[src/rtl/uart_pkg.sv]
// rtl/uart_pkg.sv - shared FSM state types, constants and bit-timing helper for uart_fifo_ctrl
package uart_pkg;

  localparam int SYNC_STAGES = 2;
  localparam int OVERSAMPLE  = 8;
  localparam int CNT_W       = 19;

  typedef enum logic [2:0] {TX_IDLE, TX_START, TX_DATA, TX_PARITY, TX_STOP} tx_state_e;
  typedef enum logic [2:0] {RX_IDLE, RX_START, RX_DATA, RX_PARITY, RX_STOP} rx_state_e;

  // Clocks per serial bit; a prescale of 0 is treated as 1.
  function automatic logic [CNT_W-1:0] bit_clocks(input logic [15:0] prescale);
    logic [15:0] p;
    p = (prescale == 16'd0) ? 16'd1 : prescale;
    return CNT_W'(p) * CNT_W'(OVERSAMPLE);
  endfunction

endpackage

[src/rtl/uart_sync_fifo.sv]
// rtl/uart_sync_fifo.sv - single-clock FIFO with full/empty/level; push when full and pop when empty are ignored
module uart_sync_fifo #(
  parameter int WIDTH = 8,
  parameter int DEPTH = 16
) (
  input  logic                       clk_i,
  input  logic                       rst_ni,
  input  logic                       push_i,
  input  logic [WIDTH-1:0]           wdata_i,
  input  logic                       pop_i,
  output logic [WIDTH-1:0]           rdata_o,
  output logic                       full_o,
  output logic                       empty_o,
  output logic [$clog2(DEPTH+1)-1:0] level_o
);

  localparam int AW = $clog2(DEPTH);
  localparam int LW = $clog2(DEPTH+1);

  logic [WIDTH-1:0] mem_q [DEPTH];
  logic [AW-1:0]    wr_ptr_q, rd_ptr_q;
  logic [LW-1:0]    count_q;
  logic             do_push, do_pop;

  assign full_o  = (count_q == LW'(DEPTH));
  assign empty_o = (count_q == '0);
  assign level_o = count_q;
  assign rdata_o = mem_q[rd_ptr_q];
  assign do_push = push_i & ~full_o;
  assign do_pop  = pop_i & ~empty_o;

  always_ff @(posedge clk_i) begin
    if (!rst_ni) begin
      wr_ptr_q <= '0;
      rd_ptr_q <= '0;
      count_q  <= '0;
    end else begin
      if (do_push) wr_ptr_q <= wr_ptr_q + AW'(1);
      if (do_pop)  rd_ptr_q <= rd_ptr_q + AW'(1);
      if (do_push && !do_pop)      count_q <= count_q + LW'(1);
      else if (do_pop && !do_push) count_q <= count_q - LW'(1);
    end
  end

  always_ff @(posedge clk_i) begin
    if (do_push) mem_q[wr_ptr_q] <= wdata_i;
  end

endmodule

[src/rtl/uart_fifo_ctrl.sv]
// rtl/uart_fifo_ctrl.sv - full-duplex UART with TX/RX FIFOs, runtime frame format and sticky error flags
module uart_fifo_ctrl
  import uart_pkg::*;
#(
  parameter int DATA_WIDTH = 8,
  parameter int TX_DEPTH   = 16,
  parameter int RX_DEPTH   = 16
) (
  input  logic                          clk_i,
  input  logic                          rst_ni,
  input  logic                          rx_i,
  output logic                          tx_o,
  input  logic [DATA_WIDTH-1:0]         s_axis_tdata,
  input  logic                          s_axis_tvalid,
  output logic                          s_axis_tready,
  output logic [DATA_WIDTH-1:0]         m_axis_tdata,
  output logic                          m_axis_tvalid,
  input  logic                          m_axis_tready,
  input  logic [15:0]                   prescale_i,
  input  logic                          parity_en_i,
  input  logic                          parity_odd_i,
  input  logic                          two_stop_i,
  input  logic                          loopback_i,
  input  logic                          err_clr_i,
  output logic                          tx_busy_o,
  output logic                          rx_busy_o,
  output logic [$clog2(TX_DEPTH+1)-1:0] tx_level_o,
  output logic [$clog2(RX_DEPTH+1)-1:0] rx_level_o,
  output logic                          frame_err_o,
  output logic                          parity_err_o,
  output logic                          overrun_err_o
);

  localparam int BIT_W = $clog2(DATA_WIDTH);
  localparam logic [BIT_W-1:0] LAST_BIT = BIT_W'(DATA_WIDTH-1);

  logic tx_full, tx_empty, tx_pop, rx_full, rx_empty, rx_push;
  logic [DATA_WIDTH-1:0] tx_head;

  assign s_axis_tready = rst_ni & ~tx_full;
  assign m_axis_tvalid = ~rx_empty;

  uart_sync_fifo #(.WIDTH(DATA_WIDTH), .DEPTH(TX_DEPTH)) u_tx_fifo (
    .clk_i, .rst_ni, .push_i(s_axis_tvalid & s_axis_tready), .wdata_i(s_axis_tdata),
    .pop_i(tx_pop), .rdata_o(tx_head), .full_o(tx_full), .empty_o(tx_empty), .level_o(tx_level_o)
  );

  tx_state_e             tx_state_q, tx_state_d;
  logic [CNT_W-1:0]      tx_cnt_q, tx_cnt_d, tx_len_q, tx_len_d;
  logic [BIT_W-1:0]      tx_bit_q, tx_bit_d;
  logic [DATA_WIDTH-1:0] tx_shift_q, tx_shift_d;
  logic tx_par_q, tx_par_d, tx_par_en_q, tx_par_en_d, tx_two_stop_q, tx_two_stop_d;
  logic tx_stop2_q, tx_stop2_d, tx_q, tx_d, tx_start, tx_bit_end;

  assign tx_bit_end = (tx_cnt_q == tx_len_q - CNT_W'(1));
  assign tx_o       = loopback_i ? 1'b1 : tx_q;
  assign tx_busy_o  = (tx_state_q != TX_IDLE);

  always_comb begin
    tx_state_d = tx_state_q;  tx_cnt_d = tx_cnt_q + CNT_W'(1);  tx_len_d = tx_len_q;
    tx_bit_d = tx_bit_q;  tx_shift_d = tx_shift_q;  tx_par_d = tx_par_q;
    tx_par_en_d = tx_par_en_q;  tx_two_stop_d = tx_two_stop_q;  tx_stop2_d = tx_stop2_q;
    tx_d = tx_q;  tx_pop = 1'b0;  tx_start = 1'b0;
    case (tx_state_q)
      TX_IDLE: begin
        tx_cnt_d = '0;
        tx_d     = 1'b1;
        if (!tx_empty) tx_start = 1'b1;
      end
      TX_START: if (tx_bit_end) begin
        tx_cnt_d = '0;  tx_state_d = TX_DATA;  tx_d = tx_shift_q[0];
      end
      TX_DATA: if (tx_bit_end) begin
        tx_cnt_d = '0;
        if (tx_bit_q == LAST_BIT) begin
          tx_state_d = tx_par_en_q ? TX_PARITY : TX_STOP;
          tx_d       = tx_par_en_q ? tx_par_q : 1'b1;
        end else begin
          tx_bit_d   = tx_bit_q + BIT_W'(1);
          tx_shift_d = tx_shift_q >> 1;
          tx_d       = tx_shift_q[1];
        end
      end
      TX_PARITY: if (tx_bit_end) begin
        tx_cnt_d = '0;  tx_state_d = TX_STOP;  tx_d = 1'b1;
      end
      TX_STOP: if (tx_bit_end) begin
        tx_cnt_d = '0;
        if (tx_two_stop_q && !tx_stop2_q) tx_stop2_d = 1'b1;
        else if (!tx_empty)               tx_start   = 1'b1;
        else                              tx_state_d = TX_IDLE;
      end
      default: tx_state_d = TX_IDLE;
    endcase
    // Launching straight from STOP keeps back-to-back frames gap-free.
    if (tx_start) begin
      tx_pop = 1'b1;  tx_state_d = TX_START;  tx_cnt_d = '0;  tx_d = 1'b0;  tx_bit_d = '0;
      tx_shift_d = tx_head;  tx_par_d = ^tx_head ^ parity_odd_i;  tx_len_d = bit_clocks(prescale_i);
      tx_par_en_d = parity_en_i;  tx_two_stop_d = two_stop_i;  tx_stop2_d = 1'b0;
    end
  end

  always_ff @(posedge clk_i) begin
    if (!rst_ni) begin
      tx_state_q <= TX_IDLE;  tx_cnt_q <= '0;  tx_len_q <= bit_clocks(16'd1);  tx_bit_q <= '0;
      tx_shift_q <= '0;  tx_par_q <= 1'b0;  tx_par_en_q <= 1'b0;  tx_two_stop_q <= 1'b0;
      tx_stop2_q <= 1'b0;  tx_q <= 1'b1;
    end else begin
      tx_state_q <= tx_state_d;  tx_cnt_q <= tx_cnt_d;  tx_len_q <= tx_len_d;  tx_bit_q <= tx_bit_d;
      tx_shift_q <= tx_shift_d;  tx_par_q <= tx_par_d;  tx_par_en_q <= tx_par_en_d;
      tx_two_stop_q <= tx_two_stop_d;  tx_stop2_q <= tx_stop2_d;  tx_q <= tx_d;
    end
  end

  rx_state_e             rx_state_q, rx_state_d;
  logic [SYNC_STAGES-1:0] rx_sync_q;
  logic [CNT_W-1:0]      rx_cnt_q, rx_cnt_d, rx_len_q, rx_len_d;
  logic [BIT_W-1:0]      rx_bit_q, rx_bit_d;
  logic [DATA_WIDTH-1:0] rx_shift_q, rx_shift_d;
  logic rx_line, rx_prev_q, rx_par_en_q, rx_par_en_d, rx_par_odd_q, rx_par_odd_d;
  logic rx_par_bad_q, rx_par_bad_d, rx_bit_end, set_frame, set_parity, set_overrun;

  assign rx_line    = loopback_i ? tx_q : rx_sync_q[SYNC_STAGES-1];
  assign rx_bit_end = (rx_cnt_q == rx_len_q - CNT_W'(1));
  assign rx_busy_o  = (rx_state_q != RX_IDLE);

  uart_sync_fifo #(.WIDTH(DATA_WIDTH), .DEPTH(RX_DEPTH)) u_rx_fifo (
    .clk_i, .rst_ni, .push_i(rx_push), .wdata_i(rx_shift_q),
    .pop_i(m_axis_tvalid & m_axis_tready), .rdata_o(m_axis_tdata), .full_o(rx_full),
    .empty_o(rx_empty), .level_o(rx_level_o)
  );

  always_comb begin
    rx_state_d = rx_state_q;  rx_cnt_d = rx_cnt_q + CNT_W'(1);  rx_len_d = rx_len_q;
    rx_bit_d = rx_bit_q;  rx_shift_d = rx_shift_q;  rx_par_en_d = rx_par_en_q;
    rx_par_odd_d = rx_par_odd_q;  rx_par_bad_d = rx_par_bad_q;
    rx_push = 1'b0;  set_frame = 1'b0;  set_parity = 1'b0;  set_overrun = 1'b0;
    case (rx_state_q)
      RX_IDLE: begin
        rx_cnt_d = '0;
        if (rx_prev_q && !rx_line) begin
          rx_state_d = RX_START;  rx_len_d = bit_clocks(prescale_i);
          rx_par_en_d = parity_en_i;  rx_par_odd_d = parity_odd_i;  rx_par_bad_d = 1'b0;
        end
      end
      RX_START: if (rx_cnt_q == (rx_len_q >> 1) - CNT_W'(1)) begin
        rx_cnt_d = '0;  rx_bit_d = '0;
        rx_state_d = rx_line ? RX_IDLE : RX_DATA;
      end
      RX_DATA: if (rx_bit_end) begin
        rx_cnt_d   = '0;
        rx_shift_d = {rx_line, rx_shift_q[DATA_WIDTH-1:1]};
        if (rx_bit_q == LAST_BIT) rx_state_d = rx_par_en_q ? RX_PARITY : RX_STOP;
        else                      rx_bit_d   = rx_bit_q + BIT_W'(1);
      end
      RX_PARITY: if (rx_bit_end) begin
        rx_cnt_d = '0;  rx_state_d = RX_STOP;
        if (rx_line != (^rx_shift_q ^ rx_par_odd_q)) begin
          rx_par_bad_d = 1'b1;  set_parity = 1'b1;
        end
      end
      // Leave at mid-stop so the next start edge is caught even with baud skew.
      RX_STOP: if (rx_bit_end) begin
        rx_cnt_d = '0;  rx_state_d = RX_IDLE;
        if (!rx_line)          set_frame   = 1'b1;
        else if (rx_par_bad_q) rx_push     = 1'b0;
        else if (rx_full)      set_overrun = 1'b1;
        else                   rx_push     = 1'b1;
      end
      default: rx_state_d = RX_IDLE;
    endcase
  end

  always_ff @(posedge clk_i) begin
    if (!rst_ni) begin
      rx_sync_q <= '1;  rx_prev_q <= 1'b1;  rx_state_q <= RX_IDLE;  rx_cnt_q <= '0;
      rx_len_q <= bit_clocks(16'd1);  rx_bit_q <= '0;  rx_shift_q <= '0;
      rx_par_en_q <= 1'b0;  rx_par_odd_q <= 1'b0;  rx_par_bad_q <= 1'b0;
      frame_err_o <= 1'b0;  parity_err_o <= 1'b0;  overrun_err_o <= 1'b0;
    end else begin
      rx_sync_q <= {rx_sync_q[SYNC_STAGES-2:0], rx_i};  rx_prev_q <= rx_line;
      rx_state_q <= rx_state_d;  rx_cnt_q <= rx_cnt_d;  rx_len_q <= rx_len_d;
      rx_bit_q <= rx_bit_d;  rx_shift_q <= rx_shift_d;  rx_par_en_q <= rx_par_en_d;
      rx_par_odd_q <= rx_par_odd_d;  rx_par_bad_q <= rx_par_bad_d;
      frame_err_o   <= set_frame   | (frame_err_o   & ~err_clr_i);
      parity_err_o  <= set_parity  | (parity_err_o  & ~err_clr_i);
      overrun_err_o <= set_overrun | (overrun_err_o & ~err_clr_i);
    end
  end

endmodule

[config.mk]
export PLATFORM = sky130hd
export DESIGN_NAME = uart_fifo_ctrl
export DESIGN_NICKNAME = d
export VERILOG_FILES = /design/src/rtl/uart_pkg.sv /design/src/rtl/uart_sync_fifo.sv /design/src/rtl/uart_fifo_ctrl.sv
export SDC_FILE = /design/constraint.sdc
export NUM_CORES = 1
export LEC_CHECK = 0
export CORE_MARGIN = 3
export CORE_UTILIZATION = 50
export DETAILED_ROUTE_END_ITERATION = 8
export GPL_ROUTABILITY_DRIVEN = 0
export PLACE_DENSITY = 0.67
export SETUP_SLACK_MARGIN = 0.15
export SLEW_MARGIN = 10
export SYNTH_ARGS = -nofsm -noshare
export SYNTH_HDL_FRONTEND = slang
export SYNTH_SLANG_ARGS = --single-unit
[constraint.sdc]
create_clock -name clk_i -period 9.55 [get_ports clk_i]
set_input_delay 1.4325 -clock clk_i [delete_from_list [all_inputs] [get_ports clk_i]]
set_output_delay 1.4325 -clock clk_i [all_outputs]
set_load 0.1 [all_outputs]
==> impl_metrics.toml, run 1 <==
[grt]
antenna_found_initial = 0
grt_pass1_wl_mm = 61.4
grt_pass1_vias = 11000
overflow = 0
grt_start_max_net_pins = 46
grtUsageTotal_pct = 20.1

[synthesis]
yosysWarnings = 0
ys_seq_area_share_pct = 58.2
yosys.area_share.simple_pct = 13.7
synth_top_family_by_area = "simple AND/OR/NAND/NOR gates"
synth_compound_area_share_pct = 5.93
synth.mux.area_fraction_pct = 10.2
synthAdderAreaFrac_pct = 2.06
synth.avg_cell_area_um2 = 12.7
synthCells = 1433
synth_cell_types = 91
synth_xor_area_share_pct = 6.39
netlist_area_mm2 = 0.0182
yosysTopAreaCell = "edfxtp_1"
async_flop_share_pct = 0
ys_seq_elements = 402
synth_edf_count = 256
yosysTopAreaCellShare_pct = 42.1
synthesis.nets = 1495
synth_flop_cell = "edfxtp_1"
yosys-top-cells-area = "edfxtp_1 (42%), dfxtp_1 (16%), mux4_2 (9.1%)"

[place]
dp_cells = 1868
dpl.hpwl_mm = 25.6
io_buffers = 59

[detailed_routing]
drt_wl_total_mm = 38.4
wl_per_cell_um = 19.7
drtPass1Iterations = 5
num_vias = 11100
drtIter0Drc = 981
drc = 0
viasPerCell = 5.71
drtAntennaViolNets = 0

[die]
top_level_ports = 60
rows = 69
dieArea_mm2 = 0.0388
die_w_um = 197
coreArea_mm2 = 0.0357
initial_core_util_pct = 51.0
die_h_um = 197

[clock_tree]
clk_latency_ns = 0.57
cts.repair.resized = 0
post_cts_buffers = 0
clockBufferDepth = 3
htree_levels = 2
postCtsHoldBufs = 0
numClockSinks = 402
root_buffer = "clkbuf_16"
tritoncts = "yes"
cts_buffers = 43
path_clk_slew_ns = 0.06

[setup_path]
rr_endpoint = "u_tx_fifo.level_o[4]"
r2r_cells = 17
crit_top_cell = "clkdlybuf4s50_1"
path_class = "in2out"
rrSetupSlack_ns = 4.11
cp_max_fo = 45
cp_slowest_cell = "clkdlybuf4s50_1"
r2r_start = "tx_len_q[3]"
cp.arrival_ns = 4.36
cpPeakStageDelay_ns = 1.18
crit_required_ns = 8.12
startpoint_type = "input port"
path_cells = "clkdlybuf4s50_1 > inv_2 > nor2_1 > clkdlybuf4s50_1"
end_kind = "output port"

[timing]
grt_setup_unrepaired = "no"
hold_viol = 0
final-setup-viol-count = 0
fin_worst_skew_ns = 0.0159
slew_violations = 0
maxSlewHeadroom_pct = 23.1
timing.fmax_mhz = 173
worst_pin_slew_ns = 1.15
period_needed_ns = 5.79
period_share_pct = 60.7
setup-tns-final_ns = 0

[min_path]
min_path_type = "reg2reg"
holdPathStages = 1
min_to = "rx_sync_q[1]"
min-delay-start = "rx_sync_q[0]"

[layout]
layout.cells.most_common_list = "edfxtp_1 (256), dfxtp_1 (144), nand2_1 (136)"
syn2layout_area_growth_pct = 12.1
post_route_cells_drive_above_1_share_pct = 12.8
stdcell_count = 1948
antenna_cells = 0
final_common_cell = "edfxtp_1"
fin_nets = 1514

[power_and_ir_drop]
p_per_area_mw_per_mm2 = 243
p_leak_nw = 6.74
worst_ir_drop_vdd_v = 0.000223

[outcome]
status = "finished, final reports clean"

[flow_run]
drv_cap = 0
==> per-stage QoR <==
| stage | total power (W) | worst slack (ns) | hold slack, ns | util, % | area [um2] |
|---|---|---|---|---|---|
| global route | 0.00520 | 3.57 | 0.422 | 57.2 | 20400 |
| finish | 0.00496 | 3.76 | 0.406 | 57.2 | 20400 |
| detailed placement | 0.00330 | 3.76 | 0.392 | 53.1 | 19000 |
| global placement | 0.00327 | 3.77 | 0.389 | 53.1 | 19000 |
| floorplan | 0.00304 | 4.36 | 0.386 | - | 18200 |
| CTS | 0.00500 | 3.76 | 0.406 | 57.2 | 20400 |
==> power breakdown <==
group | switching [W] | internal [W]
combinational | 0.000717 | 0.000512
clock | 0.000690 | 0.00101
sequential | 0.000110 | 0.00193
total | 0.00152 | 0.00345
==> cell usage after synthesis (all sizes together) (11+ instances only) <==
master  number
edfxtp     256
dfxtp      146
nand2      136
nor2       119
xnor2       80
mux4        74
a21oi       68
clkbuf      58
nand3       47
xor2        42
buf         33
and2        30
inv         30
ha          26
nor3        26
nor4        24
o21ai       23
mux2i       18
or3         16
nand4       15
a22oi       13
a31oi       11
nand2b      11
nor3b       11
==> state kept, by name (all words and copies together) (netlist names), 2 cells and up, named ones only <==
register and flops:
rx_bit_q 3, u_rx_fifo.mem_q 128, tx_bit_q 3, u_tx_fifo.level_o 5, rx_len_q 16, u_tx_fifo.rd_ptr_q 4
rx_shift_q 8, u_rx_fifo.rd_ptr_q 4, tx_len_q 16, u_rx_fifo.level_o 5, tx_cnt_q 19, rx_sync_q 2
tx_shift_q 8, tx_state_q 3, rx_cnt_q 19, u_tx_fifo.wr_ptr_q 4, u_tx_fifo.mem_q 128, u_rx_fifo.wr_ptr_q 4
rx_state_q 3
==> kinds of logic after synthesis <==
group,Yosys count
xor gates and xnor gates,126
AOI/OAI and AO/OA,169
and+or+nand+nor,487
muxes,94
buffers and inverters,126
adders and majority gates,29
DFF,402
==> layer usage <==
layer  track usage (%)  vias up  part of all wire, %
li1                  -     5312                    -
met1              28.1     5467                   45
met2              32.8      270                   48
met3              3.61       67                  5.3
met4              5.31        0                  2.4
met5                 0        -                    0
==> worst max-delay path by stage <==
stage	startpoint	end	slack (ns)	cells past startpoint
after CTS	rst_ni	s_axis_tready	3.76	4
final	rst_ni	s_axis_tready	3.76	4
after global routing	rst_ni	s_axis_tready	3.57	4
after global placement	rst_ni	s_axis_tready	3.77	4
after detailed placement	rst_ni	s_axis_tready	3.76	4
after floorplan	rst_ni	u_tx_fifo.level_o[4]	4.36	13
==> critical path: cells and delay by family <==
kind,cells,cell delay [ns]
buffers and inverters,3,2.60
AND/OR/NAND/NOR,1,0.32
==> layout make-up <==
| cell class | count | area (um2) |
|---|---|---|
| Sequential cell | 402 | 10600 |
| Clock inverter | 25 | 260 |
| Inverter | 32 | 120 |
| Clock buffer | 55 | 1210 |
| Timing Repair Buffer | 68 | 658 |
| Multi-Input combinational cell | 905 | 7010 |
| Tap cell | 461 | 577 |
| Fill cell | 2889 | 15300 |
Note: power is estimated with default switching activity, not from simulation.
==> run 2: changes to the inputs <==
==> constraint.sdc (replaced) <==
create_clock -name clk_i -period 5.47 [get_ports clk_i]
set_input_delay 0.8205 -clock clk_i [delete_from_list [all_inputs] [get_ports clk_i]]
set_output_delay 0.8205 -clock clk_i [all_outputs]
set_load 0.1 [all_outputs]
==> run 2 against run 1 <==
Core utilization shrank 0.22 points. Sequential power is 76% higher. Clock skew is 0.0027 ns higher. First-iteration DRC count down 21%. Clock power rose by 62%. Sequential share of layout area is 0.20 points higher. Register-to-register slack got worse by 3.6 ns. Hold slack gained 0.018 ns. Critical path depth up 14. Via count fell by 0.31%. Combinational power grew 71%. Critical path type is now reg2reg. Highest routed layer unchanged.
==> impl_metrics.toml, run 2 (synthesized netlist as in run 1, its figures left out) <==
[timing]
maxSlewHeadroom_pct = 27.0
grt_setup_unrepaired = "no"
final-setup-viol-count = 0
timing.fmax_mhz = 204
setup-tns-final_ns = 0
slew_violations = 0
fin_worst_skew_ns = 0.0186
period_share_pct = 89.8
hold_viol = 0
period_needed_ns = 4.91
worst_slack_ns = 0.558
worst_pin_slew_ns = 1.09

[clock_tree]
tritoncts = "yes"
root_buffer = "clkbuf_16"
numClockSinks = 402
postCtsHoldBufs = 0
htree_levels = 2
cts.repair.resized = 0
clockBufferDepth = 3
clk_latency_ns = 0.57
post_cts_buffers = 0
cts_buffers = 42
path_clk_slew_ns = 0.06

[grt]
grt_pass1_wl_mm = 61.6
grt_start_max_net_pins = 89
overflow = 0
grtUsageTotal_pct = 20.1
grt_pass1_vias = 11000
antenna_found_initial = 0

[layout]
layout.cells.most_common_list = "edfxtp_1 (256), dfxtp_1 (144), nand2_1 (136)"
final_common_cell = "edfxtp_1"
fin_area_mm2 = 0.0204
antenna_cells = 0
fin_nets = 1519
largestRegisters = "u_rx_fifo.mem_q x128, u_tx_fifo.mem_q x128"
syn2layout_area_growth_pct = 11.6
num-fill-cells = 2942
post_route_cells_drive_above_1_share_pct = 13.0

[die]
top_level_ports = 60
rows = 69
die_h_um = 197
initial_core_util_pct = 51.0
coreArea_mm2 = 0.0357
die_w_um = 197
dieArea_mm2 = 0.0388

[detailed_routing]
viasPerCell = 5.68
drc = 0
drtPass1Iterations = 5
drt_wl_total_mm = 38.2
num_vias = 11100
drtIter0Drc = 774
drtAntennaViolNets = 0
wl_per_cell_um = 19.6

[setup_path]
path_class = "reg2reg"
crit_required_ns = 5.97
cp.arrival_ns = 5.41
end_kind = "flip-flop"
startpoint_type = "flip-flop"
cp_max_fo = 11

[place]
dpl.hpwl_mm = 25.9
placed_area_mm2 = 0.0190
io_buffers = 59
place_ws_ns = 0.592

[flow_run]
drv_cap = 0

[power_and_ir_drop]
p_leak_nw = 6.70
p_per_area_mw_per_mm2 = 416
worst_ir_drop_vdd_v = 0.000306

[outcome]
status = "finished, final reports clean"

[min_path]
min_path_type = "reg2reg"
## run 2: per-layer routing
metal / GRT usage [%] / share of wire [%] / up-vias
li1: - / - / 5336
met1: 28.3 / 45 / 5452
met3: 3.49 / 4.5 / 50
met4: 6.41 / 2.2 / 0
met5: 0 / 0 / -
met2: 32.1 / 48 / 244
## run 2: critical path, stage by stage, from the launching register on
cell and delay (ns):
dfxtp_1 0.38, inv_1 0.09, ha_1 0.39, or4b_4 0.59
nor4_4 0.46, xnor2_1 0.21, a2111oi_4 0.34, nand4_2 0.15
nor4_4 0.32, nand4b_2 0.17, inv_1 0.14, ha_1 0.20
inv_1 0.11, fa_1 0.41, a21o_1 0.18, a21oi_1 0.18
xnor2_1 0.09, or3_1 0.31, a21oi_1 0.14
## run 2: layout make-up
class                      instances  area, um2  area share, %
multi-input combinational        905       7000           34.4
timing repair buffer              74        713           3.50
clock inverter                    27        245           1.20
clock buffer                      50       1090           5.36
sequential                       402      10600           52.1
inverter                          32        120          0.590
tap                              461        577           2.83
## run 2: path summary, 6_finish.rpt
check,cells past startpoint,from,slack (ns),endpoint
max,18,rx_len_q[3],0.56,u_rx_fifo.level_o[4]
min reg2reg,1,rx_sync_q[0],0.42,rx_sync_q[1]
max reg2reg,18,rx_len_q[3],0.56,u_rx_fifo.level_o[4]
min,1,rx_sync_q[0],0.42,rx_sync_q[1]
## run 2: stage by stage
step	utilization, %	hold WS (ns)	power [W]	std cells
CTS	57.0	0.423	0.00854	1951
finish	57.0	0.424	0.00846	1951
global route	57.0	0.442	0.00889	1951
floorplan	-	0.386	0.00531	1433
global placement	53.2	0.390	0.00573	1874
detailed placement	53.2	0.409	0.00576	1874
## run 2: power by group
part | leakage [nW] | switching, W | total [W] | internal (W)
sequential | 3.53 | 0.000241 | 0.00360 | 0.00336
clock | 0.650 | 0.00118 | 0.00276 | 0.00158
combinational | 2.52 | 0.00120 | 0.00210 | 0.000906
total | 6.70 | 0.00261 | 0.00846 | 0.00585
==> run 3: changes to the inputs <==
--- a/config.mk
+++ b/config.mk
@@ -5,6 +5,7 @@
 export SDC_FILE = /design/constraint.sdc
 export NUM_CORES = 1
 export LEC_CHECK = 0
+export ABC_CLOCK_PERIOD_IN_PS = 5910
 export CORE_MARGIN = 3
 export CORE_UTILIZATION = 50
 export DETAILED_ROUTE_END_ITERATION = 8
==> constraint.sdc (replaced) <==
create_clock -name clk_i -period 5.91 [get_ports clk_i]
set_input_delay 0.8865 -clock clk_i [delete_from_list [all_inputs] [get_ports clk_i]]
set_output_delay 0.8865 -clock clk_i [all_outputs]
set_load 0.1 [all_outputs]
==> run 3 against run 2 <==
Combinational power is 7% lower. Die area stayed put. Highest routed layer unchanged. Clock power is 4% lower. Setup slack better by 0.11 ns. Maximum frequency is 6.3% lower. Total power is 6.6% lower. Global-route usage is 0.19 points lower. Critical endpoint unchanged.
==> impl_metrics.toml, run 3 (synthesized netlist as in run 1, its figures left out) <==
[clock_tree]
clk_latency_ns = 0.58
tritoncts = "yes"
root_buffer = "clkbuf_16"
cts_buffers = 42
numClockSinks = 402
htree_levels = 2
clockBufferDepth = 3
cts.repair.resized = 0
postCtsHoldBufs = 0
post_cts_buffers = 0
path_clk_slew_ns = 0.06

[grt]
grt_pass1_wl_mm = 60.6
grt_start_max_net_pins = 89
grtUsageTotal_pct = 19.9
antenna_found_initial = 0
overflow = 0
grt_pass1_vias = 10800

[detailed_routing]
drtAntennaViolNets = 0
num_vias = 11200
drt_wl_total_mm = 38.1
drtIter0Drc = 892
wl_per_cell_um = 19.6
drtPass1Iterations = 5
drc = 0
viasPerCell = 5.73

[timing]
slew_violations = 0
period_needed_ns = 5.24
period_share_pct = 88.7
worst_slack_ns = 0.669
timing.fmax_mhz = 191
setup-tns-final_ns = 0
hold_viol = 0
maxSlewHeadroom_pct = 20.7
final-setup-viol-count = 0
grt_setup_unrepaired = "no"
fin_worst_skew_ns = 0.0284
worst_pin_slew_ns = 1.18

[power_and_ir_drop]
p_leak_nw = 6.71
worst_ir_drop_vdd_v = 0.000352
comb_power_share_pct = 24.8
seqPwrFrac_pct = 41.8
p_switching_w = 0.00242
p_per_area_mw_per_mm2 = 388
sw_frac_of_total_pct = 30.6
power_frac_clock_pct = 33.4
p_int_w = 0.00549

[setup_path]
cp_slowest_cell = "or4b_4"
startpoint_type = "flip-flop"
path_cells = "inv_1 > ha_1 > or4b_4 > nor4_4 > xnor2_1 > a2111oi_4 > nand4_2 > nor4_4 > nand4b_2 > inv_1 > ha_1 > inv_1 > fa_1 > a21o_1 > a21oi_1 > xnor2_1 > or3_1 > a21oi_1"
crit_family = "simple AND/OR/NAND/NOR gates"
rrSetupSlack_ns = 0.67
critPathBufInv = 3
path_class = "reg2reg"
crit_top_cell = "inv_1"
cp.arrival_ns = 5.73
end_kind = "flip-flop"
crit_required_ns = 6.40
cp_max_fo = 11
cpPeakStageDelay_ns = 0.59

[die]
top_level_ports = 60
initial_core_util_pct = 51.0
dieArea_mm2 = 0.0388
rows = 69
die_w_um = 197
coreArea_mm2 = 0.0357
die_h_um = 197

[layout]
fin_nets = 1516
largestRegisters = "u_rx_fifo.mem_q x128, u_tx_fifo.mem_q x128"
syn2layout_area_growth_pct = 11.7
final_common_cell = "edfxtp_1"
antenna_cells = 0
layout.cells.most_common_list = "edfxtp_1 (256), dfxtp_1 (143), nand2_1 (136)"
post_route_cells_drive_above_1_share_pct = 12.6
num-fill-cells = 2911

[min_path]
min_path_type = "reg2reg"

[place]
place_ws_ns = 0.736
dpl.hpwl_mm = 25.5
io_buffers = 59

[flow_run]
drv_cap = 0

[outcome]
status = "finished, final reports clean"
-- run 3: cell types whose count changed in the layout (fill, tap and decap cells not counted), sizes merged --
cell      previous run  this run
clkinv              16        12
clkbuf              50        57
bufinv               3         4
buf                 16        13
inv                 35        34
clkinvlp             5         1
-- run 3: per-layer routing --
metal | GRT usage [%] | vias to the layer above | wire length [um] | share of wire, %
met5 | 0 | - | 0 | 0
met4 | 6.10 | 0 | 860 | 2.3
met3 | 2.91 | 58 | 1780 | 4.7
met2 | 32.3 | 293 | 18300 | 48
met1 | 28.0 | 5496 | 17200 | 45
li1 | - | 5313 | - | -
-- run 3: worst paths after layout --
path / cells after the start / startpoint / endpoint
max: 18 / rx_len_q[3] / u_rx_fifo.level_o[4]
max reg2reg: 18 / rx_len_q[3] / u_rx_fifo.level_o[4]
min reg2reg: 1 / rx_sync_q[0] / rx_sync_q[1]
min: 1 / rx_sync_q[0] / rx_sync_q[1]
-- run 3: per-stage QoR --
| stage | area [um2] | util, % | power [W] | hold WS (ns) | instances |
|---|---|---|---|---|---|
| after floorplan | 18200 | - | 0.00492 | 0.386 | 1433 |
| after global placement | 19000 | 53.1 | 0.00529 | 0.394 | 1871 |
| after detailed placement | 19000 | 53.1 | 0.00532 | 0.396 | 1871 |
| after CTS | 20400 | 57.0 | 0.00798 | 0.410 | 1947 |
| after global routing | 20400 | 57.0 | 0.00830 | 0.437 | 1947 |
| final | 20400 | 57.0 | 0.00791 | 0.419 | 1947 |
-- run 3: final cells by class --
cell class                 count  area (um2)  share of cell area [%]
sequential                   402       10600                    52.1
multi-input combinational    905        7000                    34.4
clock buffer                  57        1140                    5.58
timing repair buffer          71         678                    3.33
tap                          461         577                    2.83
clock inverter                19         246                    1.21
inverter                      32         120                   0.589
-- run 3: power groups by stage --
| stage | clock, W | combinational [W] | sequential (W) |
|---|---|---|---|
| 2_1_floorplan | 0 | 0.00159 | 0.00333 |
| 3_3_place_gp | 0 | 0.00194 | 0.00336 |
| 3_5_place_dp | 0 | 0.00196 | 0.00336 |
| 4_1_cts | 0.00270 | 0.00197 | 0.00330 |
| 5_1_grt | 0.00281 | 0.00216 | 0.00333 |
| 6_report | 0.00264 | 0.00196 | 0.00330 |
-- run 3: worst register-to-register path, cell delays in order (launching register included) --
cell and delay [ns]:
dfxtp_1 0.39, inv_1 0.09, ha_1 0.38, or4b_4 0.59
nor4_4 0.45, xnor2_1 0.21, a2111oi_4 0.33, nand4_2 0.16
nor4_4 0.35, nand4b_2 0.37, inv_1 0.23, ha_1 0.21
inv_1 0.11, fa_1 0.43, a21o_1 0.18, a21oi_1 0.17
xnor2_1 0.09, or3_1 0.30, a21oi_1 0.14
